==> src/rtl/bus_resp.sv <==
// bus_resp: CPU-side bus responder with internal RAM, six vector byte
// registers and a wait-stated external request channel.
//
// Ports:
//   clk, RST_N          clock, async active-low reset
//   AB, WE, DO          CPU address / write strobe / write data
//   DI, RDY             registered read data, CPU may advance when high
//   ext_req/we/addr/wdata  registered external request, held while waiting
//   ext_ack, ext_rdata  external completion and read data
//   bus_err             one-cycle pulse on external timeout
//
// Optional feature macro: BUS_TIMEOUT_EN enables a 4-bit EXT_WAIT timeout
// counter. Without it the responder waits forever and bus_err is tied 0.
module bus_resp #(
  parameter int          RAM_AW  = 8,
  parameter logic [15:0] RST_VEC = 16'h0200
) (
  input  logic        clk,
  input  logic        RST_N,
  input  logic [15:0] AB,
  input  logic        WE,
  input  logic [7:0]  DO,
  output logic [7:0]  DI,
  output logic        RDY,
  output logic        ext_req,
  output logic        ext_we,
  output logic [15:0] ext_addr,
  output logic [7:0]  ext_wdata,
  input  logic        ext_ack,
  input  logic [7:0]  ext_rdata,
  output logic        bus_err
);
  localparam int RAM_DEPTH = 1 << RAM_AW;

  typedef enum logic {S_IDLE = 1'b0, S_EXT_WAIT = 1'b1} state_t;
  state_t r_state, w_state_nxt;

  logic [7:0] r_ram [RAM_DEPTH];
  logic [7:0] r_vec [6];
  logic [7:0] r_di;

  logic              w_is_ram, w_is_vec, w_is_ext;
  logic [2:0]        w_vec_idx;
  logic [RAM_AW-1:0] w_ram_idx;
  logic              w_launch, w_ack, w_tmo, w_done;

  // Region decode; RAM wins if it ever overlaps the vector window.
  assign w_is_ram  = ({1'b0, AB} < 17'(RAM_DEPTH));
  assign w_is_vec  = !w_is_ram && (AB >= 16'hFFFA);
  assign w_is_ext  = !w_is_ram && !w_is_vec;
  // FFFA..FFFF have low bits 010..111, so subtracting 2 gives index 0..5.
  assign w_vec_idx = AB[2:0] - 3'd2;
  assign w_ram_idx = AB[RAM_AW-1:0];

  assign RDY      = (r_state == S_IDLE);
  assign w_launch = RDY;
  assign w_ack    = (r_state == S_EXT_WAIT) && ext_ack;
  assign w_done   = w_ack || w_tmo;
  assign DI       = r_di;

  always_ff @(posedge clk or negedge RST_N) begin
    if (!RST_N) r_state <= S_IDLE;
    else        r_state <= w_state_nxt;
  end

  always_comb begin
    w_state_nxt = r_state;
    case (r_state)
      S_IDLE:     if (w_is_ext) w_state_nxt = S_EXT_WAIT;
      S_EXT_WAIT: if (w_done)   w_state_nxt = S_IDLE;
      default:    w_state_nxt = S_IDLE;
    endcase
  end

  // RAM keeps its contents across reset.
  always_ff @(posedge clk) begin
    if (w_launch && WE && w_is_ram) r_ram[w_ram_idx] <= DO;
  end

  // Vector pairs are little-endian: even index holds the low byte.
  always_ff @(posedge clk or negedge RST_N) begin
    if (!RST_N) begin
      for (int i = 0; i < 6; i++)
        r_vec[i] <= (i % 2 == 1) ? RST_VEC[15:8] : RST_VEC[7:0];
    end else if (w_launch && WE && w_is_vec) begin
      r_vec[w_vec_idx] <= DO;
    end
  end

  always_ff @(posedge clk or negedge RST_N) begin
    if (!RST_N)                           r_di <= 8'h00;
    else if (w_launch && !WE && w_is_ram) r_di <= r_ram[w_ram_idx];
    else if (w_launch && !WE && w_is_vec) r_di <= r_vec[w_vec_idx];
    else if (w_ack && !ext_we)            r_di <= ext_rdata;
    else if (w_tmo && !ext_we)            r_di <= 8'hFF;
  end

  // Request fields are captured once at launch and left alone until the
  // next launch, so they stay stable for the whole wait.
  always_ff @(posedge clk or negedge RST_N) begin
    if (!RST_N) begin
      ext_req   <= 1'b0;
      ext_we    <= 1'b0;
      ext_addr  <= 16'h0000;
      ext_wdata <= 8'h00;
    end else if (w_launch && w_is_ext) begin
      ext_req   <= 1'b1;
      ext_we    <= WE;
      ext_addr  <= AB;
      ext_wdata <= DO;
    end else if (w_done) begin
      ext_req   <= 1'b0;
    end
  end

`ifdef BUS_TIMEOUT_EN
  logic [3:0] r_tmo_cnt;
  logic       r_bus_err;

  // Counter is 0 on the first EXT_WAIT edge, so a value of 14 marks the
  // 15th edge. Ack on that edge takes priority.
  assign w_tmo   = (r_state == S_EXT_WAIT) && !ext_ack && (r_tmo_cnt == 4'd14);
  assign bus_err = r_bus_err;

  always_ff @(posedge clk or negedge RST_N) begin
    if (!RST_N) begin
      r_tmo_cnt <= 4'd0;
      r_bus_err <= 1'b0;
    end else begin
      r_bus_err <= w_tmo;
      if (w_launch && w_is_ext)       r_tmo_cnt <= 4'd0;
      else if (r_state == S_EXT_WAIT) r_tmo_cnt <= r_tmo_cnt + 4'd1;
    end
  end
`else
  assign w_tmo   = 1'b0;
  assign bus_err = 1'b0;
`endif

endmodule

==> config.mk <==
export PLATFORM = sky130hd
export DESIGN_NAME = bus_resp
export DESIGN_NICKNAME = d
export VERILOG_FILES = /design/src/rtl/bus_resp.sv
export SDC_FILE = /design/constraint.sdc
export NUM_CORES = 2
export LEC_CHECK = 0
export CORE_UTILIZATION = 35
export CTS_BUF_LIST = sky130_fd_sc_hd__clkbuf_4 sky130_fd_sc_hd__clkbuf_8 sky130_fd_sc_hd__clkbuf_16
export CTS_CLUSTER_DIAMETER = 50
export CTS_CLUSTER_SIZE = 10
export DETAILED_ROUTE_END_ITERATION = 16
export PLACE_DENSITY = 0.59
export RECOVER_POWER = 25
export SETUP_SLACK_MARGIN = 0.02
export SYNTH_ARGS = -nofsm -noshare
export SYNTH_HDL_FRONTEND = slang
export SYNTH_SLANG_ARGS = --single-unit
==> constraint.sdc <==
create_clock -name clk -period 3.35 [get_ports clk]
set_input_delay 0.67 -clock clk [delete_from_list [all_inputs] [get_ports clk]]
set_output_delay 0.67 -clock clk [all_outputs]
set_load 0.005 [all_outputs]
==> results.md <==
- Max-slew violations: roughly 650
- Yosys warnings: 0
- R2r endpoint: DI[3]
- First-pass GRT wire length: approximately 330,000 um
- Area leader, netlist: edfxtp_1
- DRT iter0 DRCs: ~5.1k
- Max Fanout on Critical Path: 23
- CP max stage delay: approximately 780 ps
- Worst-Margin Slew: ~3100 ps
- Ratio of final minimum period to clock period: between 90% and 100%
- Sequential share of the synthesized area: between 70 and 80%
- GP Congestion: ~0.92
- First drt pass iteration count: 6
- Final TNS setup: 0 ps
- CP Buf/Inv Count: 6
- Ys async rst share: about 3.9%
- Finished Layout Cells: a little over 8k
- Drt total wl: around 230,000 um
- Top_reg_cell synth: edfxtp_1
- Die width: approximately 500 um
- CP Capture Type: flip-flop
- Leakage: around 33 nW
- CTS tree: done
- Clock tree buffer depth: 3
- Mean post-synth cell area: 20.4 um2
- Fmax: 303 MHz
- Vias per cell: 5.41
- Failing checks: capacitance limit, slew limit
- Final Setup Violations: 0
- Setup Skew: 73.9 ps
- CP arrival: around 4100 ps
- Crit path launch type: input port
- HPWL after DPL: between 150,000 and 200,000 um
- Count of buffers from port buffering: 70
- Status: finished, violations left
- # fillers: approximately 20k
- Num CTS Buffers: approximately 240
- Sink Count: 2,131
- ANT nets after route: 0
- Hold Path Depth: 2
- Seq cells post-synth: between 2k and 2.5k
- Post-route minimum period: 3300 ps
- H-tree depth: 4
- Root buffer cell: clkbuf_16
- Critical R2R Launch: r_state
- Grt ovf: 0
- WS Path Type: in2reg
- Cells along the critical path: buf_8 -> buf_4 -> buf_12 -> buf_12 -> buf_4 -> nor2b_1 -> a211oi_1 -> o311ai_0 -> a2111oi_0 -> buf_4 -> o21ai_1 -> a31oi_1 -> a21oi_1
- Max VDD drop: a little under 500 uV
- Critical path depth in cells: 13
- GRT Util Overall: a little under a fifth
- R2R depth: 8
- Most frequent CP cell: buf_4
- Largest net degree at the start of global routing: 114
- Post-CTS sizing: 0
- Power per cell area: between 500 and 600 mW/mm2
- Flop-to-flop setup slack: approximately 440 ps
- Distinct cell type count of the synthesized netlist: 70
- Finished Core Util: a little over two fifths
- Residual DRC: 0
- Total Power: between 50 and 60 mW
- Most common cell after layout, fill and taps aside: edfxtp_1
- RSZ-0062 raised after global routing: false
- Dpl cells: between 7k and 8k
- Slew HR: -105%
- Top delay family on crit path: compound AO/OA/AOI/OAI gates
- Most frequent cells in the layout: 2,048 x edfxtp_1, 711 x buf_4, 458 x mux4_2
- Number of synthesized flops with an enable pin: between 2k and 2.5k
- Area contributors post-synth: edfxtp_1 74%, mux4_2 12%, dfrtp_1 2.4%
- Core ar.: around 0.24 mm2
- Critical Path RT: ~4100 ps
- Area share of the largest cell type after synthesis: about 74%
- Mapped Nets: between 4k and 5k
- Area Growth Syn to Fin: 20.2%
- Syn Std Cell Area: approximately 0.084 mm2
- DR vias: around 44k
- CTS clock-pin slew for the worst setup and hold paths: 50 ps
- Num ports: 72
- Hold Vio Cnt, Final: 0
- Later-pin clock latency in the skew report: 880 ps
- Hold/Removal Path Class: in2reg
- CP startpoint: AB[0]
- Slowest CP cell: a2111oi_0
- Routed WL per cell: 28.2 um
- Vias in the first global route: roughly 45k
- Antenna violations before repair: 7
- Cell Rows: approximately 180
- Initial Util: 35.2%
- Post-Syn Instances: 4,092
- Die area: 0.241 mm2
- Die Ht: around 490 um
- Final nets: between 5k and 6k
- MaxCap Viol Count: 8
- Share of cells above drive strength 1: between 30% and 40%
- Crit path capture: DI[3]
[routing by layer]
metal | global-route usage [%] | wire length, um | vias to the layer above | part of all wire, %
li1 | - | - | 18551 | -
met1 | 26.6 | 96700 | 23404 | 42
met2 | 29.3 | 107000 | 2034 | 46
met3 | 4.50 | 20700 | 381 | 8.9
met4 | 5.97 | 7340 | 2 | 3.2
met5 | 0 | 19 | - | 0.0082
[kinds of logic (layout without fill, tap and decap cells)]
family                     count (synthesis)  after routing  synth area share [%]
and+or+nand+nor                          676            676                  3.57
other                                      1              5               0.00448
adders and majority gates                  4              4                0.0598
AOI/OAI and AO/OA                        320            320                  2.68
buffers and inverters                    256           1199                  1.85
DFF                                     2131           2131                  76.0
muxes                                    704            704                  15.8
[flip-flops by register name (all words and copies together), names as in the netlist]
| signal | flops |
|---|---|
| r_ram | 2048 |
| DI | 8 |
| ext_wdata | 8 |
| r_vec | 48 |
| ext_req | 1 |
| ext_we | 1 |
| ext_addr | 16 |
| r_state | 1 |
[layout make-up]
class | instances | area [um2] | share of cell area, %
clock buffers | 280 | 6310 | 6.28
repair buffers | 870 | 7550 | 7.51
inverters | 15 | 58.8 | 0.0585
diodes | 4 | 10.0 | 0.00996
flip-flops and latches | 2131 | 63600 | 63.2
multi-input cells | 1705 | 18600 | 18.5
well taps | 3167 | 3960 | 3.94
clock inverters | 34 | 497 | 0.494
[where the power goes]
part | leakage, nW | switching [mW] | total (mW) | internal, mW
Sequential | 19.5 | 0.251 | 29.7 | 29.4
Combinational | 10.5 | 2.34 | 4.14 | 1.80
Clock | 3.37 | 10.0 | 23.4 | 13.4
Total | 33.3 | 12.6 | 57.2 | 44.6
[worst min-delay path by stage]
| stage | start | to | slack (ps) |
|---|---|---|---|
| final | AB[2] | ext_addr[2] | 290 |
| after global routing | AB[2] | ext_addr[2] | 240 |
| after CTS | AB[2] | ext_addr[2] | 220 |
| after detailed placement | ext_req | ext_req | 470 |
| after global placement | ext_req | ext_req | 460 |
| after floorplan | RST_N | DI[0] | 370 |
[per-stage QoR]
stage	hold slack, ps	cell area [um2]	worst slack [ps]
finish	291	101000	47.8
global route	238	101000	68.0
CTS	222	101000	212
detailed placement	472	93900	-708
global placement	462	93900	-681
floorplan	374	83600	45.6
[Yosys cell counts, types with 4 or more instances]
master     count
edfxtp_1    2048
mux4_2       458
nor2_1       321
nand2_1      158
mux2_2       124
mux2i_1      104
clkbuf_1      88
dfrtp_1       80
buf_2         66
a22oi_1       52
nand3_1       49
o22ai_1       47
a21oi_1       46
o21ai_0       35
buf_6         34
buf_4         29
nor3_1        27
nor2b_1       26
and3_1        20
a211oi_1      19
a32oi_1       18
mux4_1        18
a221oi_1      14
buf_1         14
inv_1         14
nand4_1       14
o32ai_1       14
a2111oi_0     13
nand2b_1      12
a31oi_1       11
o221ai_1      10
or4_1          9
buf_12         7
o211ai_1       7
or3_1          7
a22o_1         6
nor3b_1        6
nor4_1         6
and2_1         5
or2_2          5
ha_1           4
o21ai_1        4
o31ai_1        4
[what timing repair did]
action | in CTS | in global routing
endpoints found under the hold margin | 53 | 0
hold buffers | 1 | 0
buffers inserted | 0 | 0
Power figures use the tool's default switching activity.
